## config.mk

```make
export PLATFORM = sky130hd
export DESIGN_NAME = apb4_master_engine
export DESIGN_NICKNAME = d
export VERILOG_FILES = /design/src/rtl/apb4_master_engine.sv
export SDC_FILE = /design/constraint.sdc
export NUM_CORES = 1
export LEC_CHECK = 0
export ABC_CLOCK_PERIOD_IN_PS = 3850
export CORE_MARGIN = 2
export CORE_UTILIZATION = 40
export CTS_BUF_LIST = sky130_fd_sc_hd__clkbuf_4 sky130_fd_sc_hd__clkbuf_8
export DETAILED_ROUTE_END_ITERATION = 8
export HOLD_SLACK_MARGIN = 0.03
export PLACE_DENSITY = 0.63
export RECOVER_POWER = 100
export SKIP_LAST_GASP = 1
export SYNTH_ARGS = -nofsm -noshare
export SYNTH_HDL_FRONTEND = slang
export SYNTH_SLANG_ARGS = --single-unit
```

## constraint.sdc

```tcl
create_clock -name pclk -period 3.85 [get_ports pclk]
set_input_delay 1.155 -clock pclk [delete_from_list [all_inputs] [get_ports pclk]]
set_output_delay 1.155 -clock pclk [all_outputs]
set_load 0.1 [all_outputs]
```

## src/rtl/apb4_master_engine.sv

```systemverilog
// APB4 requester: buffered commands in, one SETUP/ACCESS at a time,
// buffered responses out (read data, pslverr, timeout).
module apb4_master_engine #(
  parameter int ADDR_WIDTH     = 32,
  parameter int DATA_WIDTH     = 32,
  parameter int CMD_DEPTH      = 4,
  parameter int RSP_DEPTH      = 4,
  parameter int TIMEOUT_CYCLES = 256
) (
  input  logic                    pclk,
  input  logic                    preset,
  input  logic                    cmd_valid_i,
  output logic                    cmd_ready_o,
  input  logic                    cmd_write_i,
  input  logic [ADDR_WIDTH-1:0]   cmd_addr_i,
  input  logic [DATA_WIDTH-1:0]   cmd_wdata_i,
  input  logic [DATA_WIDTH/8-1:0] cmd_strb_i,
  input  logic [2:0]              cmd_prot_i,
  output logic                    rsp_valid_o,
  input  logic                    rsp_ready_i,
  output logic [DATA_WIDTH-1:0]   rsp_rdata_o,
  output logic                    rsp_err_o,
  output logic                    rsp_tout_o,
  output logic                    busy_o,
  output logic [ADDR_WIDTH-1:0]   paddr,
  output logic [2:0]              pprot,
  output logic                    psel,
  output logic                    penable,
  output logic                    pwrite,
  output logic [DATA_WIDTH-1:0]   pwdata,
  output logic [DATA_WIDTH/8-1:0] pstrb,
  input  logic [DATA_WIDTH-1:0]   prdata,
  input  logic                    pready,
  input  logic                    pslverr
);

  localparam int SW  = DATA_WIDTH / 8;
  localparam int CAW = $clog2(CMD_DEPTH);
  localparam int RAW = $clog2(RSP_DEPTH);
  localparam int CW  = ADDR_WIDTH + DATA_WIDTH + SW + 4;
  localparam int RW  = DATA_WIDTH + 2;
  localparam int TW  = (TIMEOUT_CYCLES > 1) ?
                       $clog2(TIMEOUT_CYCLES) : 1;
  localparam int TL  = (TIMEOUT_CYCLES > 0) ?
                       TIMEOUT_CYCLES - 1 : 0;

  localparam logic [TW-1:0]  TLIM  = TW'(TL);
  localparam logic [CAW:0]   CFULL = (CAW+1)'(CMD_DEPTH);
  localparam logic [RAW+1:0] RLIM  = (RAW+2)'(RSP_DEPTH);
  localparam logic           TEN   = (TIMEOUT_CYCLES != 0);

  localparam logic [1:0] IDLE   = 2'd0;
  localparam logic [1:0] SETUP  = 2'd1;
  localparam logic [1:0] ACCESS = 2'd2;

  logic [1:0]            state;
  logic [TW-1:0]         tcnt;

  logic [CW-1:0]         cmem [CMD_DEPTH];
  logic [CAW-1:0]        cwp, crp;
  logic [CAW:0]          ccnt;

  logic [RW-1:0]         rmem [RSP_DEPTH];
  logic [RAW-1:0]        rwp, rrp;
  logic [RAW:0]          rcnt;

  logic                  h_write;
  logic [2:0]            h_prot;
  logic [SW-1:0]         h_strb;
  logic [DATA_WIDTH-1:0] h_wdata;
  logic [ADDR_WIDTH-1:0] h_addr;

  logic                  cmd_push, rsp_push, rsp_pop;
  logic                  done, tmo, go, room;
  logic [RAW+1:0]        rnext;
  logic [RW-1:0]         rsp_din;
  logic [DATA_WIDTH-1:0] rd_keep;

  assign cmd_ready_o = (ccnt != CFULL);
  assign cmd_push    = cmd_valid_i && cmd_ready_o;

  assign {h_write, h_prot, h_strb, h_wdata, h_addr} = cmem[crp];

  assign done = (state == ACCESS) && pready;
  assign tmo  = (state == ACCESS) && !pready &&
                TEN && (tcnt == TLIM);

  // count the response landing this cycle so the next one has a slot
  assign rnext = {1'b0, rcnt} + {{(RAW+1){1'b0}}, done};
  assign room  = (rnext < RLIM);
  assign go    = ((state == IDLE) || done) &&
                 (ccnt != '0) && room;

  assign rsp_push = done || tmo;
  assign rsp_pop  = rsp_valid_o && rsp_ready_i;
  assign rd_keep  = pwrite ? '0 : prdata;
  assign rsp_din  = tmo ? {2'b11, {DATA_WIDTH{1'b0}}}
                        : {1'b0, pslverr, rd_keep};

  assign rsp_valid_o = (rcnt != '0);
  assign {rsp_tout_o, rsp_err_o, rsp_rdata_o} = rmem[rrp];

  assign busy_o = (state != IDLE) || (ccnt != '0);

  // command storage
  always_ff @(posedge pclk) begin
    if (cmd_push)
      cmem[cwp] <= {cmd_write_i, cmd_prot_i, cmd_strb_i,
                    cmd_wdata_i, cmd_addr_i};
  end

  // command pointers and occupancy
  always_ff @(posedge pclk or posedge preset) begin
    if (preset) begin
      cwp  <= '0;
      crp  <= '0;
      ccnt <= '0;
    end else begin
      if (cmd_push) cwp <= cwp + CAW'(1);
      if (go)       crp <= crp + CAW'(1);
      unique case ({cmd_push, go})
        2'b10:   ccnt <= ccnt + (CAW+1)'(1);
        2'b01:   ccnt <= ccnt - (CAW+1)'(1);
        default: ;
      endcase
    end
  end

  // response storage
  always_ff @(posedge pclk) begin
    if (rsp_push) rmem[rwp] <= rsp_din;
  end

  // response pointers and occupancy
  always_ff @(posedge pclk or posedge preset) begin
    if (preset) begin
      rwp  <= '0;
      rrp  <= '0;
      rcnt <= '0;
    end else begin
      if (rsp_push) rwp <= rwp + RAW'(1);
      if (rsp_pop)  rrp <= rrp + RAW'(1);
      unique case ({rsp_push, rsp_pop})
        2'b10:   rcnt <= rcnt + (RAW+1)'(1);
        2'b01:   rcnt <= rcnt - (RAW+1)'(1);
        default: ;
      endcase
    end
  end

  // transfer sequencer and registered APB outputs
  always_ff @(posedge pclk or posedge preset) begin
    if (preset) begin
      state   <= IDLE;
      tcnt    <= '0;
      psel    <= 1'b0;
      penable <= 1'b0;
      paddr   <= '0;
      pwdata  <= '0;
      pstrb   <= '0;
      pwrite  <= 1'b0;
      pprot   <= '0;
    end else begin
      unique case (1'b1)
        go: begin
          state   <= SETUP;
          psel    <= 1'b1;
          penable <= 1'b0;
          paddr   <= h_addr;
          pwdata  <= h_wdata;
          pwrite  <= h_write;
          pprot   <= h_prot;
          pstrb   <= h_write ? h_strb : '0;
        end
        (state == SETUP): begin
          state   <= ACCESS;
          penable <= 1'b1;
          tcnt    <= '0;
        end
        (done || tmo) && !go: begin
          state   <= IDLE;
          psel    <= 1'b0;
          penable <= 1'b0;
          paddr   <= '0;
          pwdata  <= '0;
          pstrb   <= '0;
          pwrite  <= 1'b0;
          pprot   <= '0;
        end
        (state == ACCESS) && !done && !tmo: begin
          tcnt <= tcnt + TW'(1);
        end
        default: ;
      endcase
    end
  end

endmodule

```

# Word level (Yosys, flattened, before mapping)
# Memories as Yosys holds them, arrays and structs flattened.
# Cells that the tools add are included.
[word_totals] ff_bits=98 latchBits=0 ramBits=424 mem_bits_ro=0 inputBits=110 mem_count=2
[op_classes] n_addsub=10 multipliers=0 n_div=0 order_cmp=1 n_eq_ne=8 n_shift=0 muxes=18 bitwise=0 reduce_logical=28
[memory_table] memory="cmem" words=4 width=72 rd=1 rd_ports_with_merged_regs=0 write_ports=1 line="59" text="logic [CW-1:0] cmem [CMD_DEPTH];"
[memory_table] memory="rmem" words=4 width=34 rd=1 rd_ports_with_merged_regs=0 write_ports=1 line="63" text="logic [RW-1:0] rmem [RSP_DEPTH];"
[ops] cell="$pmux W32 S2" n=2
[ops] cell="$mux W34" n=1
[ops] cell="$mux W32" n=1
[ops] cell="$pmux W3 S2" n=3
[ops] cell="$pmux W8 S2" n=1
[ops] cell="$reduce_bool A2 Y1" n=6
[ops] cell="$logic_and A1 B1 Y1" n=10
[ops] cell="$reduce_bool A3 Y1" n=3
[ops] cell="$add A2 B1 Y2 const B" n=4
[ops] cell="$add A8 B1 Y8 const B" n=1
[ops] cell="$eq A8 B8 Y1 const B" n=1
[ops] cell="$pmux W4 S2" n=1
[ops] cell="$add A3 B1 Y3 const B" n=2
[ops] cell="$eq A2 B1 Y1 const B" n=3
[ops] cell="$eq A2 B2 Y1 const B" n=3
[ops] cell="$pmux W1 S2" n=3
[ops] cell="$pmux W2 S3" n=1
[ops] cell="$sub A3 B1 Y3 const B" n=2
[ops] cell="$add A3 B1 Y4" n=1
[ops] cell="$logic_not A1 Y1" n=4
[ops] cell="$lt A4 B3 Y1 const B" n=1
[ops] cell="$mux W1" n=4
[ops] cell="$mux W4" n=1
[ops] cell="$logic_or A1 B1 Y1" n=3
[ops] cell="other kinds (3)" n=3

# Depth between registers and ports, before layout
# Gate-level depths: netlist of run 1.
[logic_depth] ltp_word=9 ltp_mapped=11 ltp_nobuf=11

# Worst setup path before layout of run 1
# Ideal clock, no wire load.
[synth_path] kind="flip-flop to flip-flop" from="reg ccnt[1]" to="mem cmem[0][0] in the netlist's numbering (enable)" setup_ps=439 arrival_ps=3081 required_ps=3411 setup_slack_ps=331 stages_incl_launch_ff=4 synth_period_minus_slack_ps=3519 cell_sequence="dfrtp_1 -> inv_1 -> nand3_1 -> and3_1"
[synth_between] elab_chain_len=4
[synth_rtl] item="start, declared" line="61" text="logic [CAW:0] ccnt;"
[synth_rtl] item="start signal, assigned" line="122" text="2'b10: ccnt <= ccnt + (CAW+1)'(1);"
[synth_rtl] item="start signal, assigned" line="123" text="2'b01: ccnt <= ccnt - (CAW+1)'(1);"
[synth_rtl] item="$ne A3 B3 Y1" line="79" text="assign cmd_ready_o = (ccnt != CFULL);"
[synth_rtl] item="named net cmd_ready_o" line="13" text="output logic cmd_ready_o,"
[synth_rtl] item="$logic_and A1 B1 Y1" line="80" text="assign cmd_push = cmd_valid_i && cmd_ready_o;"
[synth_rtl] item="$mux W1" line="107" text="if (cmd_push)"
[synth_rtl] item="$mux W1 (implied by the code)" line="108" text="cmem[cwp] <= {cmd_write_i, cmd_prot_i, cmd_strb_i,"
[synth_rtl] item="end, declared" line="59"
# The timed path passes the listed nets, and every way through them passes these cells.

# Worst setup path in the final report of run 1
[layout_path] from="in pready" to="reg pwdata[26]"
[layout_between] elab_chain_len=7
[layout_rtl] item="start, declared" line="33" text="input logic pready,"
[layout_rtl] item="$logic_and A1 B1 Y1" line="84" text="assign done = (state == ACCESS) && pready;"
[layout_rtl] item="$add A3 B1 Y4 or $logic_or A1 B1 Y1 (tied branches)" line="89, 91"
[layout_rtl] item="$lt A4 B3 Y1 or $logic_and A1 B1 Y1 (tied branches)" line="90, 91"
[layout_rtl] item="$logic_and A1 B1 Y1" line="92" text="(ccnt != '0) && room;"
[layout_rtl] item="$logic_not A1 Y1" line="180" text="(done || tmo) && !go: begin"
[layout_rtl] item="$logic_and A1 B1 Y1" line="180"
[layout_rtl] item="$pmux W32 S2 or $reduce_bool A2 Y1 (tied branches)"
[layout_rtl] item="end signal, assigned" line="170" text="pwdata <= h_wdata;"
[layout_rtl] item="end, declared" line="30" text="output logic [DATA_WIDTH-1:0] pwdata,"
# Several ways; a longest one is shown, not always the timed one.
# A chain may end at the register's enable or synchronous reset.

==> results.txt, run 1 <==
Failing checks = capacitance limit, slew limit
Synthesis Warnings = 0
Mapped Cells = 885
Setup Fix Bufs, Post-CTS = 0
Core area = 0.0478 mm²
Sequential group share of total power = 44.7%
Cts repair resizes = 0
Via count = 9,585
Sequential-to-total area share from yosys stat = 78.2%
Async set or reset register ratio after synthesis = 18.8%
1st-iter DRT viols = 562
Yosys cell types = 41
Root buf cell = clkbuf_8
Syn Area/Cell = 21.9 µm²
Slew Viols, Final = 223
Post-synth top flop = edfxtp_1
Die Wd = 224 µm
Status = complete, but fails checks
Initial antenna violation count = 10
# IOs = 221
MaxCap Viol Count = 4
Total grt overflow = 0
# port buffers = 220
PwrDens = 656 mW/mm²
Nets = 1,298
Area post-placement = 0.0227 mm²
First-pass GRT wire length = 62,700 µm
Yosys top cell area share = 65.6%
Clk sink count = 522
EDFF count, synth = 424
Wire per inst = 22.0 µm
GPL Wtd Cong = 0.700
Worst-path fanout max = 77
HP Class = flop to flop
Switching share of power = 30.8%
Fillers = 3,931
CP Data Required Time = 4400 ps
Total leakage power = 0.00845 µW
VDD IR-drop max = 0.395 mV
Total Routing Usage GR = 16.7%
Area leader, netlist = edfxtp_1
Synth top cells by count = edfxtp_1, mux4_2, dfrtp_1
Final hold vios = 0
Post-route cell area = 0.0240 mm²
Net switching power = 4850 µW
Clock power share = 31.6%
P&R area growth vs syn = 23.6%
CTS Buf Count = 86
DR vias/cell = 5.14
CTS H-tree lvls = 3
Residual DRC = 0
Full die area = 0.0503 mm²
Hold-fix buffers, CTS = 0
Crit path DAT = 4110 ps
Clock skew = 34.8 ps
Tmin final = 3560 ps
Final period utilization = 92.4%
Flops & latches, synth = 522
Pin count of the biggest net entering global routing = 78
Clk_lat worst skew = 690 ps
Final setup viols = 0
Critical path endpoint category = flop
Clock transition at the registers of the reported paths = 60 ps
Post-Route Setup TNS = 0 ps
Clock Tree Buf Depth = 3
Post-synthesis instance area = 0.0194 mm²
Syn nets = 1,008
Internal power = 10,900 µW
Crit path kind = input pin to flop
CTS tree = done
Pre-antenna DRT Iters = 4
Top-count cell post-synth = edfxtp_1
Initial Util = 40.6%
Worst slew pin tran = 2390 ps
Crit start category = input pin
DRT Wirelength = 41,100 µm
Core Rows = 80
Synth top area cells = edfxtp_1, dfrtp_1, mux4_2
Number of global-route vias before repair = 10,400
Share of cells above drive strength 1 = 26.3%
RSZ-0062 raised after global routing = no
Final HPWL from detailed placement = 23,700 µm
Combinational share of power = 23.7%
Post-route ant nets = 0
Height of the die = 224 µm
Max Clk Rate = 281 MHz
Rel. slew slack = -59.5%
worst max-delay path: stages:
cell,delay (ps)
dlygate4sd3_1,580
a21bo_1,220
a2111oi_0,880
buf_12,460
a21oi_4,70
clkbuf_4,380
a22o_1,330
registers in the layout, indices dropped and copies added (netlist names):
| name | count |
|---|---|
| rwp | 2 |
| rmem | 136 |
| crp | 2 |
| pstrb | 4 |
| state | 2 |
| penable | 1 |
| ccnt | 3 |
| pprot | 3 |
| psel | 1 |
| cwp | 2 |
| cmem | 288 |
| pwrite | 1 |
| tcnt | 8 |
| pwdata | 32 |
| paddr | 32 |
| rrp | 2 |
| rcnt | 3 |
layout make-up:
class	count	area [µm²]	share of cell area (%)
diodes	4	10.0	0.0417
clock buffers	129	1590	6.64
clock inverters	28	224	0.933
inverters	13	50.0	0.209
multi-input cells	307	3990	16.6
flip-flops and latches	522	15200	63.3
well taps	615	769	3.21
repair buffers	245	2170	9.04
power groups by stage:
stage | logic (µW) | registers, µW | clock network (µW)
3_3_place_gp | 4030 | 7090 | 0
6_report | 3730 | 7030 | 4970
5_1_grt | 3920 | 7090 | 5380
3_5_place_dp | 4050 | 7120 | 0
4_1_cts | 4050 | 7010 | 5140
2_1_floorplan | 2550 | 7100 | 0
through the flow:
stage	utilization, %	instances	setup WS, ps	hold WS [ps]	total power [µW]
floorplan	-	885	133	464	9660
detailed placement	47.5	1702	303	490	11200
finish	50.2	1863	292	491	15700
global route	50.1	1859	201	498	16400
global placement	47.5	1702	343	478	11100
CTS	51.3	1859	417	502	16200
layer usage:
layer	track usage (%)	vias to the layer above	part of all wire, %
met5	0	-	0.12
met4	5.45	8	1.5
met3	4.99	55	7.5
met2	26.5	302	48
met1	22.2	4979	42
li1	-	4241	-
cells in the final DEF, fill, tap and decap left out, types with 3 or more instances in the layout:
cell type and n:
nand2_1 6, clkbuf_2 9, a21o_1 4, and2_0 35
a22o_1 69, and3_2 6, dfrtp_1 95, buf_4 6
or3_1 3, dlygate4sd3_1 76, diode_2 4, xor2_1 7
edfxtp_1 424, nor2_1 6, clkbuf_4 39, ha_1 11
a32o_1 4, xnor2_1 6, inv_1 12, clkbuf_1 80
buf_12 30, and3_1 3, nor3_1 3, o21ai_0 4
clkinv_8 4, mux4_2 106, clkinv_2 12, clkdlybuf4s50_1 33
nand3_1 4, clkbuf_8 100, clkinv_1 8
kinds of logic after synthesis:
logic type,after synthesis,synth area share [%]
DFF,522,78.2
muxes,110,12.5
AOI/OAI and AO/OA,94,4.21
and+or+nand+nor,77,2.39
buffers and inverters,56,1.20
xor gates and xnor gates,13,0.586
adders and majority gates,13,0.915
final timing paths:
kind | depth (start not counted) | to | startpoint | slack (ps)
worst min register to register | 1 | rrp[0] | rrp[0] | 490
max in group asynchronous | 3 | crp[0] | preset | 680
worst max register to register | 4 | cmem[3][61] | ccnt[0] | 810
worst min-delay path | 1 | rrp[0] | rrp[0] | 490
min in group asynchronous | 2 | paddr[8] | preset | 1040
worst max-delay path | 7 | pwdata[26] | pready | 290
Note: power is estimated with default switching activity, not from simulation.
==> inputs of run 2 (changes only) <==
--- a/config.mk
+++ b/config.mk
@@ -6,11 +6,12 @@
 export NUM_CORES = 1
 export LEC_CHECK = 0
 export ABC_CLOCK_PERIOD_IN_PS = 3850
+export CORE_ASPECT_RATIO = 0.75
 export CORE_MARGIN = 2
 export CORE_UTILIZATION = 40
 export CTS_BUF_LIST = sky130_fd_sc_hd__clkbuf_4 sky130_fd_sc_hd__clkbuf_8
 export DETAILED_ROUTE_END_ITERATION = 8
-export HOLD_SLACK_MARGIN = 0.03
+export HOLD_SLACK_MARGIN = 0.15
 export PLACE_DENSITY = 0.63
 export RECOVER_POWER = 100
 export SKIP_LAST_GASP = 1
==> run 2 against run 1 <==
The run still ends with capacitance limit, slew limit left. Sequential share of layout area rose by 1.1 points. Utilization fell by 0.65 points. Critical path depth stayed put. Global-route usage barely moved. Register-to-register slack better by 60 ps. Largest cell class unchanged. Highest routed layer unchanged.
==> results.txt, run 2 (same netlist as run 1, synthesis figures left out) <==
Rel. slew slack = -55.4% (+4.1 points)
Residual DRC = 0 (unchanged)
Share of cells above drive strength 1 = 25.6% (-0.68 points)
Critical path endpoint category = flop
Reg-to-reg endpoint = cmem[1][68]
Number of global-route vias before repair = 10,300 (-1.1%)
R2R Setup Slk = 870 ps (+60 ps)
Worst reg2reg path depth = 4 (unchanged)
CP max stage delay = 870 ps (about the same)
# IOs = 221 (unchanged)
Crit path kind = input pin to flop
Largest Register = cmem
Crit start category = input pin
CP top delay family = compound AO/OA/AOI/OAI gates
1st-iter DRT viols = 630 (+12%)
Clk sink count = 522 (unchanged)
Critical Path Most Common Cell = buf_12
CTS tree = done
Count of buffer and inverter cells on the critical path = 3 (unchanged)
Hold-fix buffers, CTS = 0 (unchanged)
Pre-antenna DRT Iters = 5 (+1)
Largest registers = cmem (288), rmem (136)
Failing checks = capacitance limit, slew limit
Critical path depth = 7 (unchanged)
MaxCap Viol Count = 1 (-3)
CTS Buf Count = 80 (-7.0%)
Initial Util = 40.8% (+0.16 points)
CTS H-tree lvls = 3 (unchanged)
# port buffers = 220 (unchanged)
CP Data Required Time = 4370 ps (-30 ps)
Hold WS = 489 ps (-1.79 ps)
VDD IR-drop max = 0.453 mV (+15%)
P&R area growth vs syn = 21.5%
Post-route ant nets = 0 (unchanged)
Final period utilization = 90.8% (-1.6 points)
Critical Path, Cell by Cell = dlygate4sd3_1, a21bo_1, a2111oi_0, buf_12, a21oi_4, buf_12, a22o_1
Total Routing Usage GR = 16.7% (-0.037 points)
Nets = 1,302 (+0.31%)
Core Rows = 69 (-14%)
Most common cell after layout, fill and taps aside = edfxtp_1
Initial antenna violation count = 15 (+5)
Cts repair resizes = 0 (unchanged)
Final hold vios = 0 (unchanged)
Height of the die = 195 µm (-13%)
Root buf cell = clkbuf_8
Tmin final = 3500 ps (-62.6 ps)
Max reg flops = 288 (unchanged)
Worst Setup SP = pready
Post-Route Setup TNS = 0 ps (unchanged)
Slowest CP cell = a2111oi_0
Slew Viols, Final = 47 (-79%)
DR vias/cell = 5.05 (-1.8%)
Die Wd = 258 µm (+15%)
First-pass GRT wire length = 62,800 µm (+0.24%)
Setup Fix Bufs, Post-CTS = 0 (unchanged)
Worst-path fanout max = 77 (unchanged)
Commonest non-fill, non-tap cells in the layout = edfxtp_1, mux4_2, dfrtp_1
Crit path DAT = 4010 ps (-100 ps)
PwrDens = 638 mW/mm² (-2.7%)
Final HPWL from detailed placement = 24,700 µm (+4.4%)
Worst Setup EP = pwdata[18]
Total grt overflow = 0 (unchanged)
Core area = 0.0477 mm² (-0.40%)
Worst slew pin tran = 2320 ps (-73.8 ps)
Clock transition at the registers of the reported paths = 60 ps (about the same)
Status = complete, but fails checks
Origin of the critical flop-to-flop path = ccnt[0]
Via count = 9,559 (-0.27%)
DRT Wirelength = 41,200 µm (+0.34%)
Wire per inst = 21.8 µm (-1.2%)
HP Class = flop to flop
Pin count of the biggest net entering global routing = 78 (unchanged)
Full die area = 0.0504 mm² (about the same)
Final setup viols = 0 (unchanged)
Total leakage power = 0.00830 µW (-1.8%)
RSZ-0062 raised after global routing = no
Clk_lat worst skew = 650 ps (-40 ps)
Clock skew = 21.8 ps (-13.0 ps)
Clock Tree Buf Depth = 3 (unchanged)
Max Clk Rate = 286 MHz (+1.8%)
GPL Wtd Cong = 0.771 (+10%)
run 2: stage by stage:
stage	cell area (µm²)	utilization, %	std cells	setup WS (ps)	power, µW
finish	23600	49.5	1892	354	15000
global route	23600	49.5	1886	191	15700
CTS	24500	51.5	1885	400	16100
detailed placement	22800	47.9	1736	250	11200
global placement	22800	47.9	1736	318	11200
floorplan	19400	-	885	133	9660
run 2: worst register-to-register path, cell delays in order (launching register included):
cell and delay, ps:
dfrtp_1 390, inv_1 90, nand3_1 170, and3_1 840
dlymetal6s2s_1 1080
run 2: final cells by class:
type,instances,area [µm²]
Fill cell,4013,24100
Sequential cell,522,15200
Multi-Input combinational cell,307,3990
Timing Repair Buffer,255,1830
Clock buffer,119,1450
Tap cell,639,800
Clock inverter,30,262
Inverter,13,50.0
Antenna cell,7,17.5
run 2: how the worst min path moves through the flow:
stage                  start  endpoint  cells after the start
finish              pstrb[1]  pstrb[1]                      1
global route         ccnt[2]   ccnt[2]                      1
CTS                 pstrb[0]  pstrb[0]                      1
detailed placement  pstrb[0]  pstrb[0]                      1
global placement    pstrb[1]  pstrb[1]                      1
floorplan            ccnt[2]   ccnt[2]                      1
run 2: routing by layer:
layer | wire length [µm] | vias up | GRT usage (%)
li1 | - | 4266 | -
met2 | 19500 | 266 | 25.6
met5 | 92 | - | 0
met3 | 2910 | 75 | 5.89
met4 | 824 | 14 | 5.48
met1 | 17800 | 4938 | 22.2
run 2: report_power, final:
part | switching (µW) | internal, µW | total, µW
registers | 151 | 6860 | 7010
clock network | 2130 | 2660 | 4790
logic | 2410 | 838 | 3250
==> inputs of run 3 (changes only) <==
--- a/config.mk
+++ b/config.mk
@@ -6,6 +6,7 @@
 export NUM_CORES = 1
 export LEC_CHECK = 0
 export ABC_CLOCK_PERIOD_IN_PS = 3850
+export CAP_MARGIN = 25
 export CORE_ASPECT_RATIO = 0.75
 export CORE_MARGIN = 2
 export CORE_UTILIZATION = 40
==> results of run 3 <==
No change in the layout: final DEF, timing and power equal those of run 2.
==> edit: new RTL, config.mk and constraints of run 2 <==
Set the parameter `TIMEOUT_CYCLES` to 1024 (it was 256).
--- a/src/rtl/apb4_master_engine.sv
+++ b/src/rtl/apb4_master_engine.sv
@@ -6,5 +6,5 @@
   parameter int CMD_DEPTH      = 4,
   parameter int RSP_DEPTH      = 4,
-  parameter int TIMEOUT_CYCLES = 256
+  parameter int TIMEOUT_CYCLES = 1024
 ) (
   input  logic                    pclk,
Function: same outputs for any inputs over 4 cycles, from zero or initial values and one cycle with preset high; that may be too few to reach the edited logic, so the function may still have changed.
==> edit against run 2 <==
- the flow still finishes with violations (capacitance limit, slew limit)
- final cell count increased by 1.3%
- routed wire length decreased by 0.43%
- count of clock-buffer cells in the layout increased by 15
- power increased by 1.2%
- maximum frequency increased by 0.13%
- sequential cell count increased by 2
- setup slack improved by 0.0047 ns
- area after synthesis increased by 0.91%
- cell area increased by 0.86%
==> edit: results <==
[timing]
setup_ws_ns = 0.359
timing.hold.ws_ns = 0.488
finalMaxSlewViolations = 22
tightestPinTransition_ns = 1.51
final.setup_skew_ns = 0.0309

[global_route]
grt_pass1_vias = 10200
grt_use_total_pct = 16.4
antenna_found_initial = 11
grt_pass1_wl_um = 62000

[synth]
synth_area_leaders = "edfxtp_1, dfrtp_1, mux4_2, a22o_1, and2_1"
synth_compound_area_share_pct = 4.00
synthMuxAreaShare_pct = 12.6
synth_common_cells = "edfxtp_1, mux4_2, dfrtp_1, a22o_1, and2_1"
yosys.area_share.adder_pct = 0.907
ys_types = 43
async_reset_ff_share_pct = 19.1
ys_seq_area_share_pct = 77.7
synth.net_count = 1025
synth-xor-area-share_pct = 0.581
syn_inst = 902

[placed_design]
place.gp.congestion = 0.738
port_buffers = 220
placed_cells = 1759
placed_cell_area_um2 = 23000
dp_slack_ns = 0.275
dpl.hpwl_um = 24900

[drt]
first_iter_violations = 497
drc = 0
firstDrtPassIters = 4
avgViaCountPerCell = 5.03
postRouteWirelength_um = 41000

[power]
ir_worst_vdd_uv = 328
p_leak_nw = 8.39

[critical_path]
startpoint = "pready"
reg2reg_slack_ns = 0.57
r2r_start = "tcnt[0]"
cp.arrival_ns = 4.02

[final_layout]
drive_gt1_share_pct = 25.6
nFillCells = 4074
multi_input_area_um2 = 4050
nets = 1319

[run_status]
status = "complete, but fails checks"
violations = "capacitance limit, slew limit"

[clock_tree]
cts_buffers = 83

[run]
maxCapViolCount = 1
edit: cell count changes after synthesis, sizes merged, moves of 3 or more:
cell    before  now
nand2b       0    3
mux2i        2    5
nand2        6   12
nor2         7   10
edit: layout make-up:
type	count	share of cell area [%]
multi-input combinational	319	17.0
sequential	524	64.1
timing repair buffer	253	7.82
inverter	15	0.242
clock buffer	134	6.83
tap	648	3.41
antenna	5	0.0526
clock inverter	18	0.584
edit: power breakdown:
part | switching [mW] | internal (mW) | leakage (nW) | total (mW)
clock network | 2.14 | 2.76 | 0.948 | 4.90
registers | 0.172 | 6.88 | 5.17 | 7.05
logic | 2.40 | 0.874 | 2.27 | 3.27
edit: logic make-up (layout without fill, tap and decap cells):
| group | count (synthesis) | in the layout |
|---|---|---|
| DFF | 524 | 524 |
| muxes | 113 | 113 |
| and+or+nand+nor | 92 | 92 |
| AOI/OAI and AO/OA | 88 | 88 |
| buffers and inverters | 59 | 420 |
| adders and majority gates | 13 | 13 |
| xor gates and xnor gates | 13 | 13 |
| other | 0 | 5 |
edit: metal layers:
| metal | global-route usage, % | routed length [µm] | vias to the layer above |
|---|---|---|---|
| li1 | - | - | 4306 |
| met1 | 22.5 | 18400 | 5019 |
| met2 | 25.1 | 19500 | 232 |
| met3 | 5.28 | 2420 | 73 |
| met4 | 4.87 | 706 | 10 |
| met5 | 0 | 65 | - |
edit: worst paths after layout:
| kind | depth (start not counted) | end |
|---|---|---|
| setup / recovery | 7 | pwdata[12] |
| hold / removal | 1 | pstrb[1] |
| setup reg to reg | 11 | rcnt[2] |
| hold reg to reg | 1 | pstrb[1] |
| max in group asynchronous | 3 | paddr[13] |
| min in group asynchronous | 2 | rrp[1] |
